===== src/rtl/phase_sequencer.sv =====
// Multi-cycle RV32I phase sequencer: steps each instruction through
// FETCH / DECODE / EXECUTE / MEMORY / WRITEBACK according to its opcode class,
// drives per-phase enables, counts retired instructions and halts on
// SYSTEM opcodes, illegal opcodes, memory timeouts or an external halt request.
module phase_sequencer #(
    parameter int RESET_CYCLES = 2,
    parameter int MEM_TIMEOUT  = 16,
    parameter int CNT_W        = 32
) (
    input  logic             CLK,
    input  logic             RST_N,
    input  logic [6:0]       opcode,
    input  logic             mem_ready,
    input  logic             halt_req,
    output logic [2:0]       state,
    output logic             mem_req,
    output logic             mem_we,
    output logic             ir_we,
    output logic             rf_we,
    output logic             pc_we,
    output logic             halted,
    output logic             fault,
    output logic [CNT_W-1:0] instret
);

    typedef enum logic [2:0] {
        S_BOOT   = 3'd0,
        S_FETCH  = 3'd1,
        S_DECODE = 3'd2,
        S_EXEC   = 3'd3,
        S_MEM    = 3'd4,
        S_WB     = 3'd5,
        S_HALT   = 3'd7
    } stateT;

    typedef enum logic [2:0] {
        C_NONE   = 3'd0,
        C_BRANCH = 3'd1,
        C_LOAD   = 3'd2,
        C_STORE  = 3'd3,
        C_ALU    = 3'd4
    } classT;

    localparam logic [6:0] OP_SYSTEM = 7'b1110011;

    localparam int BW = (RESET_CYCLES > 1) ? $clog2(RESET_CYCLES) : 1;
    localparam int TW = (MEM_TIMEOUT > 1) ? $clog2(MEM_TIMEOUT) : 1;
    localparam logic [BW-1:0] BOOT_LAST = BW'(RESET_CYCLES - 1);
    localparam logic [TW-1:0] TO_LAST   = TW'(MEM_TIMEOUT - 1);

    stateT            stateReg, stateNext;
    classT            opClassReg, opClassNext, decodedClass;
    logic [BW-1:0]    bootCntReg, bootCntNext;
    logic [TW-1:0]    toCntReg, toCntNext;
    logic             faultReg, faultNext;
    logic [CNT_W-1:0] instretReg;
    logic             toBoundary;

    // Opcode classification; anything not listed is illegal (SYSTEM handled separately).
    always_comb begin
        decodedClass = C_NONE;
        case (opcode)
            7'b1100011: decodedClass = C_BRANCH;
            7'b0000011: decodedClass = C_LOAD;
            7'b0100011: decodedClass = C_STORE;
            7'b0110011, 7'b0010011, 7'b0110111,
            7'b0010111, 7'b1101111, 7'b1100111: decodedClass = C_ALU;
            default:    decodedClass = C_NONE;
        endcase
    end

    // State, counters and sticky fault; reset aborts any instruction in flight.
    always_ff @(posedge CLK or negedge RST_N) begin
        if (!RST_N) begin
            stateReg   <= S_BOOT;
            opClassReg <= C_NONE;
            bootCntReg <= '0;
            toCntReg   <= '0;
            faultReg   <= 1'b0;
            instretReg <= '0;
        end else begin
            stateReg   <= stateNext;
            opClassReg <= opClassNext;
            bootCntReg <= bootCntNext;
            toCntReg   <= toCntNext;
            faultReg   <= faultNext;
            if (pc_we) begin
                instretReg <= instretReg + 1'b1;
            end
        end
    end

    // Next-state and Moore-plus-ready outputs; retirement coincides with pc_we.
    always_comb begin
        stateNext   = stateReg;
        opClassNext = opClassReg;
        bootCntNext = bootCntReg;
        toCntNext   = toCntReg;
        faultNext   = faultReg;
        mem_req     = 1'b0;
        mem_we      = 1'b0;
        ir_we       = 1'b0;
        rf_we       = 1'b0;
        pc_we       = 1'b0;
        halted      = 1'b0;
        toBoundary  = 1'b0;
        case (stateReg)
            S_BOOT: begin
                if (bootCntReg == BOOT_LAST) begin
                    toBoundary = 1'b1;
                end else begin
                    bootCntNext = bootCntReg + 1'b1;
                end
            end
            S_FETCH: begin
                mem_req = 1'b1;
                if (mem_ready) begin
                    ir_we     = 1'b1;
                    toCntNext = '0;
                    stateNext = S_DECODE;
                end else if (toCntReg == TO_LAST) begin
                    // Timeout cycle: request withdrawn, nothing enabled.
                    mem_req   = 1'b0;
                    faultNext = 1'b1;
                    stateNext = S_HALT;
                end else begin
                    toCntNext = toCntReg + 1'b1;
                end
            end
            S_DECODE: begin
                opClassNext = decodedClass;
                if (opcode == OP_SYSTEM) begin
                    stateNext = S_HALT;
                end else if (decodedClass == C_NONE) begin
                    faultNext = 1'b1;
                    stateNext = S_HALT;
                end else begin
                    stateNext = S_EXEC;
                end
            end
            S_EXEC: begin
                case (opClassReg)
                    C_BRANCH: begin
                        pc_we      = 1'b1;
                        toBoundary = 1'b1;
                    end
                    C_LOAD, C_STORE: begin
                        toCntNext = '0;
                        stateNext = S_MEM;
                    end
                    C_ALU:   stateNext = S_WB;
                    default: begin
                        faultNext = 1'b1;
                        stateNext = S_HALT;
                    end
                endcase
            end
            S_MEM: begin
                mem_req = 1'b1;
                mem_we  = (opClassReg == C_STORE);
                if (mem_ready) begin
                    toCntNext = '0;
                    if (opClassReg == C_STORE) begin
                        pc_we      = 1'b1;
                        toBoundary = 1'b1;
                    end else begin
                        stateNext = S_WB;
                    end
                end else if (toCntReg == TO_LAST) begin
                    mem_req   = 1'b0;
                    mem_we    = 1'b0;
                    faultNext = 1'b1;
                    stateNext = S_HALT;
                end else begin
                    toCntNext = toCntReg + 1'b1;
                end
            end
            S_WB: begin
                rf_we      = 1'b1;
                pc_we      = 1'b1;
                toBoundary = 1'b1;
            end
            S_HALT: begin
                halted = 1'b1;
            end
            default: begin
                stateNext = S_HALT;
            end
        endcase
        // Instruction boundary: the only place an external halt is honoured.
        if (toBoundary) begin
            toCntNext = '0;
            stateNext = halt_req ? S_HALT : S_FETCH;
        end
    end

    assign state   = stateReg;
    assign fault   = faultReg;
    assign instret = instretReg;

endmodule

===== config.mk =====
export PLATFORM = sky130hd
export DESIGN_NAME = phase_sequencer
export DESIGN_NICKNAME = d
export VERILOG_FILES = /design/src/rtl/phase_sequencer.sv
export SDC_FILE = /design/constraint.sdc
export NUM_CORES = 1
export LEC_CHECK = 0
export BUFFER_PORTS_ARGS = -buffer_cell sky130_fd_sc_hd__buf_4
export CORE_MARGIN = 5
export CORE_UTILIZATION = 45
export DETAILED_ROUTE_END_ITERATION = 12
export GPL_TIMING_DRIVEN = 0
export PLACE_DENSITY_LB_ADDON = 0.1
export RECOVER_POWER = 25
export SYNTH_ARGS = -nofsm -noshare
export SYNTH_HDL_FRONTEND = slang
export SYNTH_SLANG_ARGS = --single-unit

===== constraint.sdc =====
create_clock -name CLK -period 4.75 [get_ports CLK]
set_clock_uncertainty 0.15 [all_clocks]
set_input_delay 0.475 -clock CLK [delete_from_list [all_inputs] [get_ports CLK]]
set_output_delay 0.475 -clock CLK [all_outputs]
set_load 0.01 [all_outputs]

==> flow_summary_export.csv, run 1 <==
group,metric,value,unit
global_route,grt_pass1_wl,8.74,mm
job,max_cap_viol_count,1,
placement,dpl.cell_count,365,
power_and_ir_drop,netSwitchingFraction,38.8,%
detailed_routing,ant_nets,0,
power_and_ir_drop,power.share.clock,16.9,%
detailed_routing,wl_per_cell,14.0,microns
clocking,clock_path_buffers,2,
timing,drv_slew,45,
setup_path,start_kind,"flip-flop",
synthesis,syn-instance-count,243,
clocking,post_cts_resized,0,
clocking,cts_tree,"built",
placement,portBuffers,52,
floorplanning,start_util,45.8,%
hold_path,worst_hold_path_type,"primary input to flip-flop",
synthesis,syn_avg_cell_area,9.57,sq um
clocking,htree_levels,2,
setup_path,crit_path_max_incr_delay,0.36,ns
setup_path,worst_path_most_repeated_cell,"clkbuf_1",
placement,gp_congestion,0.813,
run_status,violations,"capacitance limit, slew limit",
detailed_routing,routed_via_density,5.28,
floorplanning,rows,26,
setup_path,crit_arrival,2.12,ns
synthesis,ys.warnings.count,0,
synthesis,synth_cell_types,44,
setup_path,cpLargestDelayFamily,"buffers and inverters",
detailed_routing,first_pass_iters,4,
clocking,clock_latency,0.29,ns
synthesis,synth_edf_count,0,
power_and_ir_drop,vdd_drop_max,267,uV
global_route,antenna_found_initial,0,
clocking,path_clk_slew,0.07,ns
layout,drive_gt1_share,21.2,%
timing,max_slew_margin,-51.2,%
setup_path,cp_slowest_cell,"clkbuf_1",
detailed_routing,drt_iter0_markers,63,
synthesis,synth_ff_type,"dfrtp_1",
timing,fin_crit_sh,57.8,%
clocking,cts-buffers-inserted,5,
layout,diodes,0,
detailed_routing,wl,5.21,mm
detailed_routing,drc,0,
power_and_ir_drop,p_int,0.786,mW
layout,final_cells,372,
floorplanning,fp.coreArea,5070,sq um
layout,area_delta_synth_final,23.7,%
global_route,grt-ovfl-total,0,
placement,dp_hpwl,3.87,mm
synthesis,synthArstFlopShare,100,%
timing,hold_viol,0,
timing,tightest_slew,2.27,ns
setup_path,crit_buf_inv,4,
setup_path,path_cells,"clkbuf_1 > nor2_1 > and3_1 > clkbuf_1 > or2_2 > clkbuf_1 > buf_4",
synthesis,ys_seq_area_share,47.4,%
timing,finalSetupViolCount,0,
power_and_ir_drop,power_frac_seq,39.4,%
global_route,grt_pass1_vias,1856,
synthesis,synth.ff_latch_count,44,
timing,fmax,364,MHz
synthesis,syn-num-nets,256,
floorplanning,num_io_pins,53,
synthesis,syn_area,2320,sq um
floorplanning,die_area,6700,sq um
setup_path,crit_fanout,10,
power_and_ir_drop,switchingPower,0.498,mW
clocking,cts_setup_buffers,0,
timing,rsz0062_at_grt,"false",
timing,period_needed,2.75,ns
global_route,grt_max_degree,45,
layout,fin_nets,315,
floorplanning,chipWidth,81.9,microns
power_and_ir_drop,p_comb_share,43.7,%
setup_path,criticalPathCategory,"flip-flop to primary output",
power_and_ir_drop,power_density,446,nW/um^2
power_and_ir_drop,power_leakage,1.35,nW
clocking,root_buffer,"clkbuf_8",
global_route,gr-usage-all-layers,16.8,%
setup_path,required,4.12,ns
detailed_routing,vias,1965,
run_status,status,"complete, but fails checks",
setup_path,cp-end-kind,"primary output",
floorplanning,fp.dieH,81.9,microns
clocking,ctsHoldBuffers,0,
timing,fin_setup_tns,0,ns
clocking,cts.sinks,44,
-- cells in the final DEF (no fill, tap or decap), types with 2 or more instances in the layout --
| cell | instances |
|---|---|
| a211oi_1 | 3 |
| a21oi_1 | 7 |
| a22o_1 | 2 |
| a22oi_1 | 2 |
| a31oi_1 | 5 |
| and3_1 | 3 |
| and4_1 | 3 |
| and4b_1 | 2 |
| buf_4 | 51 |
| clkbuf_1 | 9 |
| clkbuf_8 | 5 |
| dfrtp_1 | 44 |
| ha_1 | 2 |
| inv_1 | 10 |
| nand2_1 | 23 |
| nand2b_1 | 2 |
| nand3_1 | 12 |
| nand3b_1 | 4 |
| nand4_1 | 6 |
| nor2_1 | 24 |
| nor2b_1 | 2 |
| nor3_1 | 11 |
| nor3b_1 | 2 |
| nor4_1 | 3 |
| o2111ai_1 | 3 |
| o21ai_0 | 5 |
| o21bai_1 | 3 |
| o31ai_1 | 3 |
| or2_2 | 2 |
| xnor2_1 | 15 |
| xor2_1 | 18 |
-- final cells by class --
| class | count | area [sq um] |
|---|---|---|
| Clock buffer | 6 | 72.6 |
| Inverter | 10 | 37.5 |
| Clock inverter | 1 | 5.00 |
| Buffer | 8 | 30.0 |
| Tap cell | 70 | 87.6 |
| Multi-Input combinational cell | 181 | 1160 |
| Timing Repair Buffer | 52 | 387 |
| Sequential cell | 44 | 1100 |
| Fill cell | 509 | 2200 |
-- power groups by stage --
stage / combinational [mW] / clock [mW] / sequential [mW]
CTS: 0.565 / 0.226 / 0.505
floorplan: 0.354 / 0 / 0.518
finish: 0.562 / 0.217 / 0.505
global route: 0.627 / 0.241 / 0.517
global placement: 0.557 / 0 / 0.510
detailed placement: 0.563 / 0 / 0.513
-- worst paths after layout --
path	from	end	slack (ns)	depth (start not counted)
max in group asynchronous	RST_N	instret[0]$_DFFE_PN0P_	2.45	1
max reg2reg	state[1]$_DFFE_PN0P_	instret[30]$_DFFE_PN0P_	2.47	7
min in group asynchronous	RST_N	instret[24]$_DFFE_PN0P_	0.71	1
min	opcode[4]	opClassReg[0]$_DFFE_PN0P_	0.23	2
max	state[1]$_DFFE_PN0P_	pc_we	2.00	7
min reg2reg	fault$_DFFE_PN0P_	fault$_DFFE_PN0P_	0.32	1
-- synthesized netlist by cell type, types with 3 or more instances --
cell type   n  area [sq um]
dfrtp_1    44          1100
nor2_1     24          90.1
nand2_1    23          86.3
xor2_1     18           158
xnor2_1    15           131
nand3_1    12          60.1
nor3_1     11          55.1
inv_1      10          37.5
a21oi_1     7          35.0
clkbuf_1    7          26.3
nand4_1     6          37.5
a31oi_1     5          31.3
o21ai_0     5          25.0
nand3b_1    4          30.0
a211oi_1    3          22.5
and3_1      3          18.8
and4_1      3          26.3
nor4_1      3          18.8
o2111ai_1   3          26.3
o21bai_1    3          22.5
o31ai_1     3          22.5
-- kinds of logic (layout without fill, tap and decap cells) --
family                   Yosys count  after routing  synth area share, %
XOR/XNOR                          33             33                 12.4
AND/OR/NAND/NOR                  102            102                 22.4
adder cells (fa/ha/maj)            2              2                 1.08
buffers and inverters             18             77                 2.91
flip-flops                        44             44                 47.4
multiplexers                       1              1                0.484
AO/OA/AOI/OAI                     43             43                 13.3
-- registers in the layout (all words and copies together), names as in the netlist --
name	count
fault	1
state	3
bootCntReg	1
toCntReg	4
opClassReg	3
instret	32
-- per-stage QoR --
step           utilization (%)  power (mW)  hold WS, ns  cell area (sq um)  setup WS, ns
6_report                  56.7        1.28        0.231               2880          2.00
5_1_grt                   56.7        1.38        0.222               2880          1.81
4_1_cts                   56.8        1.30       0.0354               2880          1.99
3_5_place_dp              55.2        1.08        0.306               2800          2.31
3_3_place_gp              55.2        1.07        0.308               2800          2.32
2_1_floorplan                -       0.872       0.0294               2320          2.63
-- layer usage --
layer	track usage [%]	vias up	wire, microns
met3	4.17	4	301
li1	-	980	-
met5	0	-	0
met2	25.9	43	2330
met4	4.49	0	40
met1	23.4	938	2540
(Power assumes the default switching activity.)
==> inputs of run 2 (changes only) <==
- ABC_AREA: not set -> 1
- clock period: 4.75 -> 2.7 ns (I/O delays scaled with it)
==> flow_summary_export.csv, run 2 <==
group,metric,value,unit
clocking,cts.sinks,44,
synthesis,synth_commonest_cells,"nand2_1, nor2_1, dfrtp_1",
clocking,clock_latency,0.30,ns
layout,diodes,0,
timing,period_needed,2.24,ns
global_route,antenna_found_initial,0,
global_route,gr-usage-all-layers,19.2,%
job,max_cap_viol_count,0,
floorplanning,rows,29,
synthesis,synth.ff_latch_count,44,
clocking,root_buffer,"clkbuf_8",
timing,max_slew_margin,23.5,%
setup_path,crit_path_max_incr_delay,0.45,ns
synthesis,synth_ff_type,"dfrtp_1",
global_route,grt-ovfl-total,0,
detailed_routing,vias,2906,
synthesis,yosysMostFrequentCell,"nand2_1",
detailed_routing,drc,0,
synthesis,syn-instance-count,440,
synthesis,synth_top_cell_by_area,"dfrtp_1",
setup_path,cp_slowest_cell,"dfrtp_1",
setup_path,critPathCapture,"pc_we",
setup_path,reg2reg_slack,0.77,ns
setup_path,worstReg2RegEnd,"instret[24]$_DFFE_PN0P_",
setup_path,crit_path_start,"state[2]$_DFFE_PN0P_",
timing,rsz0062_at_grt,"false",
layout,final_common_cell,"nand2_1",
timing,fmax,447,MHz
synthesis,syn_area,2870,sq um
synthesis,syn_avg_cell_area,6.53,sq um
setup_path,path_cells,"inv_2 > nand3_2 > nor2_1 > nor2_2 > nand2_4 > buf_2 > buf_4",
synthesis,synth_cell_types,29,
clocking,htree_levels,2,
synthesis,synth_top_area_share,38.3,%
layout,drive_gt1_share,15.0,%
clocking,path_clk_slew,0.08,ns
timing,drv_slew,0,
synthesis,synthArstFlopShare,100,%
layout,fin_nets,513,
placement,portBuffers,52,
hold_path,worst_hold_path_type,"primary input to flip-flop",
floorplanning,chipWidth,89.9,microns
detailed_routing,wl,7.72,mm
timing,fin_crit_sh,82.9,%
layout,final_cell_mix,"nand2_1, nor2_1, buf_4",
synthesis,synthTopCellsByArea,"dfrtp_1, nand2_1, nor2_1, inv_1, nand3_1",
global_route,grt_max_degree,45,
detailed_routing,ant_nets,0,
timing,finalSetupViolCount,0,
timing,fin_setup_tns,0,ns
floorplanning,num_io_pins,53,
timing,hold_viol,0,
setup_path,crit_arrival,1.82,ns
placement,dpl.cell_count,569,
setup_path,reg2reg_depth,10,
setup_path,start_kind,"flip-flop",
floorplanning,fp.dieH,89.9,microns
synthesis,ys_seq_area_share,38.3,%
setup_path,criticalPathCategory,"flip-flop to primary output",
detailed_routing,first_pass_iters,4,
synthesis,ys.warnings.count,0,
detailed_routing,routed_via_density,5.04,
detailed_routing,drt_iter0_markers,170,
run_status,status,"finished clean",
power_and_ir_drop,power_density,710,nW/um^2
setup_path,crit_fanout,10,
power_and_ir_drop,power_leakage,1.67,nW
power_and_ir_drop,vdd_drop_max,384,uV
synthesis,syn-num-nets,453,
global_route,grt_pass1_vias,2772,
placement,gp_congestion,0.890,
setup_path,rr_startpoint,"instret[0]$_DFFE_PN0P_",
layout,area_delta_synth_final,19.9,%
layout,largest_register_ffs,32,
floorplanning,fp.coreArea,6280,sq um
global_route,grt_pass1_wl,13.1,mm
synthesis,synth_edf_count,0,
detailed_routing,wl_per_cell,13.4,microns
placement,place_ws,0.800,ns
clocking,cts_tree,"built",
floorplanning,start_util,45.8,%
timing,tightest_slew,1.15,ns
layout,final_cells,577,
clocking,clock_path_buffers,2,
setup_path,cp-end-kind,"primary output",
floorplanning,die_area,8080,sq um
setup_path,required,2.28,ns
timing,worst_slack,0.461,ns
placement,dp_hpwl,6.01,mm
clocking,cts-buffers-inserted,5,
## run 2: changes by cell type after synthesis, moves of 7 or more
cell      previous run  this run
o21ai_1              1        12
xor2_1              18         4
clkbuf_1             7         0
nor2_1              24        75
inv_1               10        37
nand2_1             23       182
nor3_1              11         0
nand3_1             12        22
## run 2: timing repair
item	in CTS	in global routing
setup endpoints to repair	0	0
hold buffers	1	0
resized for setup	0	0
buffers inserted	0	0
endpoints found under the hold margin	44	0
## run 2: worst min-delay path by stage
stage | from | endpoint | slack (ns) | depth (start not counted)
5_1_grt | halt_req | state[2]$_DFFE_PN0P_ | 0.10 | 3
6_report | halt_req | state[2]$_DFFE_PN0P_ | 0.10 | 3
4_1_cts | halt_req | state[2]$_DFFE_PN0P_ | 0.09 | 3
2_1_floorplan | RST_N | bootCntReg$_DFFE_PN0N_ | -0.18 | 0
3_3_place_gp | RST_N | opClassReg[2]$_DFFE_PN0P_ | 0.16 | 1
3_5_place_dp | RST_N | opClassReg[0]$_DFFE_PN0P_ | 0.17 | 1
## run 2: worst max-delay path, delay by kind of cell (launching register included)
family	cells	cell delay (ns)
DFF	1	0.45
buffers and inverters	3	0.54
and+or+nand+nor	4	0.52
## run 2: cell type report
class | instances | area (sq um)
clock inverter | 1 | 5.00
sequential | 44 | 1100
multi-input combinational | 353 | 1600
tap | 77 | 96.3
clock buffer | 6 | 72.6
inverter | 39 | 149
buffer | 4 | 22.5
timing repair buffer | 53 | 398
fill | 660 | 2830
## run 2: power by group
part | internal [mW] | switching [mW] | total [mW]
combinational | 0.410 | 0.697 | 1.11
clock | 0.176 | 0.224 | 0.400
sequential | 0.777 | 0.161 | 0.938
total | 1.36 | 1.08 | 2.44
## run 2: cell families (layout without fill, tap and decap cells)
kind of cell / count (synthesis) / after routing / synth area share [%]
xor+xnor: 14 / 14 / 4.27
mux: 1 / 1 / 0.348
flops: 44 / 44 / 38.3
simple gates: 305 / 305 / 44.6
fa+ha+maj: 2 / 2 / 0.871
compound gates: 31 / 31 / 5.66
buf+inv: 43 / 103 / 5.97
## run 2: metrics by stage
step	hold WS, ns	util (%)	instance area (sq um)	power [mW]
2_1_floorplan	-0.176	-	2870	1.63
3_3_place_gp	0.161	53.5	3360	2.04
3_5_place_dp	0.170	53.5	3360	2.06
4_1_cts	0.0946	54.9	3450	2.47
5_1_grt	0.105	54.9	3440	2.65
6_report	0.101	54.9	3440	2.44
## run 2: per-layer routing
metal	GRT usage, %	wire (microns)	vias to the layer above
met1	28.3	3910	1324
met5	0	0	-
li1	-	-	1492
met2	27.9	3170	76
met3	4.42	491	14
met4	5.46	142	0
==> inputs of run 3 (changes only) <==
- clock period: 2.7 -> 2.2 ns (I/O delays scaled with it)
==> flow_summary_export.csv, run 3 (synthesis results as in run 2) <==
group,metric,value,unit
floorplanning,num_io_pins,53,
clocking,cts_setup_buffers,0,
global_route,grt_max_degree,45,
global_route,antenna_found_initial,0,
power_and_ir_drop,power_frac_seq,38.3,%
power_and_ir_drop,netSwitchingFraction,44.4,%
power_and_ir_drop,vdd_drop_max,473,uV
clocking,path_clk_slew,0.08,ns
detailed_routing,ant_nets,0,
detailed_routing,first_pass_iters,4,
timing,max_slew_margin,24.3,%
placement,dpl.cell_count,569,
floorplanning,fp.coreArea,6280,sq um
layout,fin_nets,512,
timing,rsz0062_at_grt,"false",
clocking,cts_tree,"built",
power_and_ir_drop,power_leakage,1.66,nW
setup_path,path_cells,"inv_2 > nand3_2 > nor2_1 > nor2_2 > nand2_4 > buf_4",
layout,diodes,0,
detailed_routing,drc,0,
floorplanning,chipWidth,89.9,microns
detailed_routing,wl,7.73,mm
setup_path,required,1.83,ns
clocking,clock_latency,0.30,ns
setup_path,crit_fanout,17,
detailed_routing,routed_via_density,5.05,
placement,place_ws,0.305,ns
timing,hold_viol,0,
placement,portBuffers,52,
layout,largest_register_ffs,32,
detailed_routing,drt_iter0_markers,158,
job,max_cap_viol_count,0,
setup_path,crit_path_max_incr_delay,0.46,ns
clocking,cts-buffers-inserted,5,
setup_path,crit_arrival,1.65,ns
timing,finalSetupViolCount,0,
power_and_ir_drop,p_comb_share,45.2,%
timing,drv_slew,0,
layout,fillCellCount,660,
run_status,status,"finished clean",
global_route,grt_pass1_wl,13.1,mm
layout,final_common_cell,"nand2_1",
global_route,grt_pass1_vias,2772,
setup_path,start_kind,"flip-flop",
layout,final_cells,576,
detailed_routing,wl_per_cell,13.4,microns
clocking,htree_levels,2,
timing,tightest_slew,1.14,ns
clocking,cts.sinks,44,
setup_path,cp-end-kind,"primary output",
placement,gp_congestion,0.890,
timing,period_needed,2.02,ns
setup_path,cp_slowest_cell,"dfrtp_1",
timing,fin_crit_sh,91.9,%
placement,dp_hpwl,6.01,mm
timing,worst_slack,0.179,ns
floorplanning,die_area,8080,sq um
clocking,root_buffer,"clkbuf_8",
setup_path,criticalPathCategory,"flip-flop to primary output",
layout,area_delta_synth_final,19.9,%
power_and_ir_drop,power.share.clock,16.5,%
power_and_ir_drop,switchingPower,1.33,mW
hold_path,worst_hold_path_type,"primary input to flip-flop",
floorplanning,fp.dieH,89.9,microns
timing,fin_setup_tns,0,ns
power_and_ir_drop,p_int,1.67,mW
global_route,grt-ovfl-total,0,
setup_path,cpLargestDelayFamily,"simple AND/OR/NAND/NOR gates",
layout,drive_gt1_share,15.0,%
floorplanning,rows,29,
power_and_ir_drop,power_density,871,nW/um^2
layout,final_cell_mix,"nand2_1, nor2_1, buf_4",
setup_path,crit_buf_inv,2,
timing,fmax,495,MHz
detailed_routing,vias,2906,
clocking,clock_path_buffers,2,
floorplanning,start_util,45.8,%
global_route,gr-usage-all-layers,19.2,%
run 3: cell types whose count changed in the layout (fill, tap and decap cells not counted), sizes merged:
cell / delta
buf: -1
run 3: per-layer routing:
metal | track usage, % | wire length, microns | vias up
li1 | - | - | 1488
met1 | 28.3 | 3850 | 1338
met2 | 27.9 | 3240 | 70
met3 | 4.42 | 548 | 10
met4 | 5.46 | 92 | 0
met5 | 0 | 0 | -
run 3: worst reg2reg max path: stages, from the launching register on:
cell and delay (ns):
dfrtp_1 0.48, nor2_1 0.20, nand2_2 0.13, nand2_1 0.22, nand2_1 0.13, a21oi_1 0.27, nor2_2 0.12, nand2_1 0.07
o21ai_1 0.06
run 3: what timing repair did:
item                                    CTS  global route
hold buffers                              1             0
endpoints found under the hold margin    44             0
gates resized for setup                   0             1
endpoints found under the setup margin    0             2
run 3: final timing paths:
check                                  startpoint                         to  slack, ns  cells past startpoint
max                          state[2]$_DFFE_PN0P_                      pc_we       0.18                      6
min                                      halt_req       state[2]$_DFFE_PN0P_       0.05                      3
max reg2reg                  state[0]$_DFFE_PN0P_    toCntReg[1]$_DFFE_PN0P_       0.26                      8
min reg2reg                bootCntReg$_DFFE_PN0N_     bootCntReg$_DFFE_PN0N_       0.30                      2
max in group asynchronous                   RST_N    instret[10]$_DFFE_PN0P_       0.69                      2
min in group asynchronous                   RST_N  opClassReg[0]$_DFFE_PN0P_       0.51                      2
run 3: area by class of cell:
type	instances	area [sq um]	share of cell area (%)
Tap cell	77	96.3	2.80
Inverter	39	149	4.32
Clock buffer	6	72.6	2.11
Multi-Input combinational cell	353	1610	46.6
Clock inverter	1	5.00	0.145
Sequential cell	44	1100	32.0
Buffer	3	17.5	0.508
Timing Repair Buffer	53	398	11.5
run 3: stage by stage:
stage	power (mW)	utilization, %	cell area (sq um)	hold WS (ns)
after global routing	3.24	54.9	3450	0.0548
after global placement	2.50	53.5	3360	0.111
final	3.00	54.9	3450	0.0503
after detailed placement	2.53	53.5	3360	0.120
after CTS	3.03	54.9	3450	0.0446
after floorplan	2.00	-	2870	-0.226
run 3: power by group through the flow:
stage / Sequential (mW) / Clock (mW) / Combinational, mW
floorplan: 1.17 / 0 / 0.831
global placement: 1.16 / 0 / 1.34
detailed placement: 1.16 / 0 / 1.37
CTS: 1.15 / 0.512 / 1.37
global route: 1.18 / 0.540 / 1.53
finish: 1.15 / 0.494 / 1.36
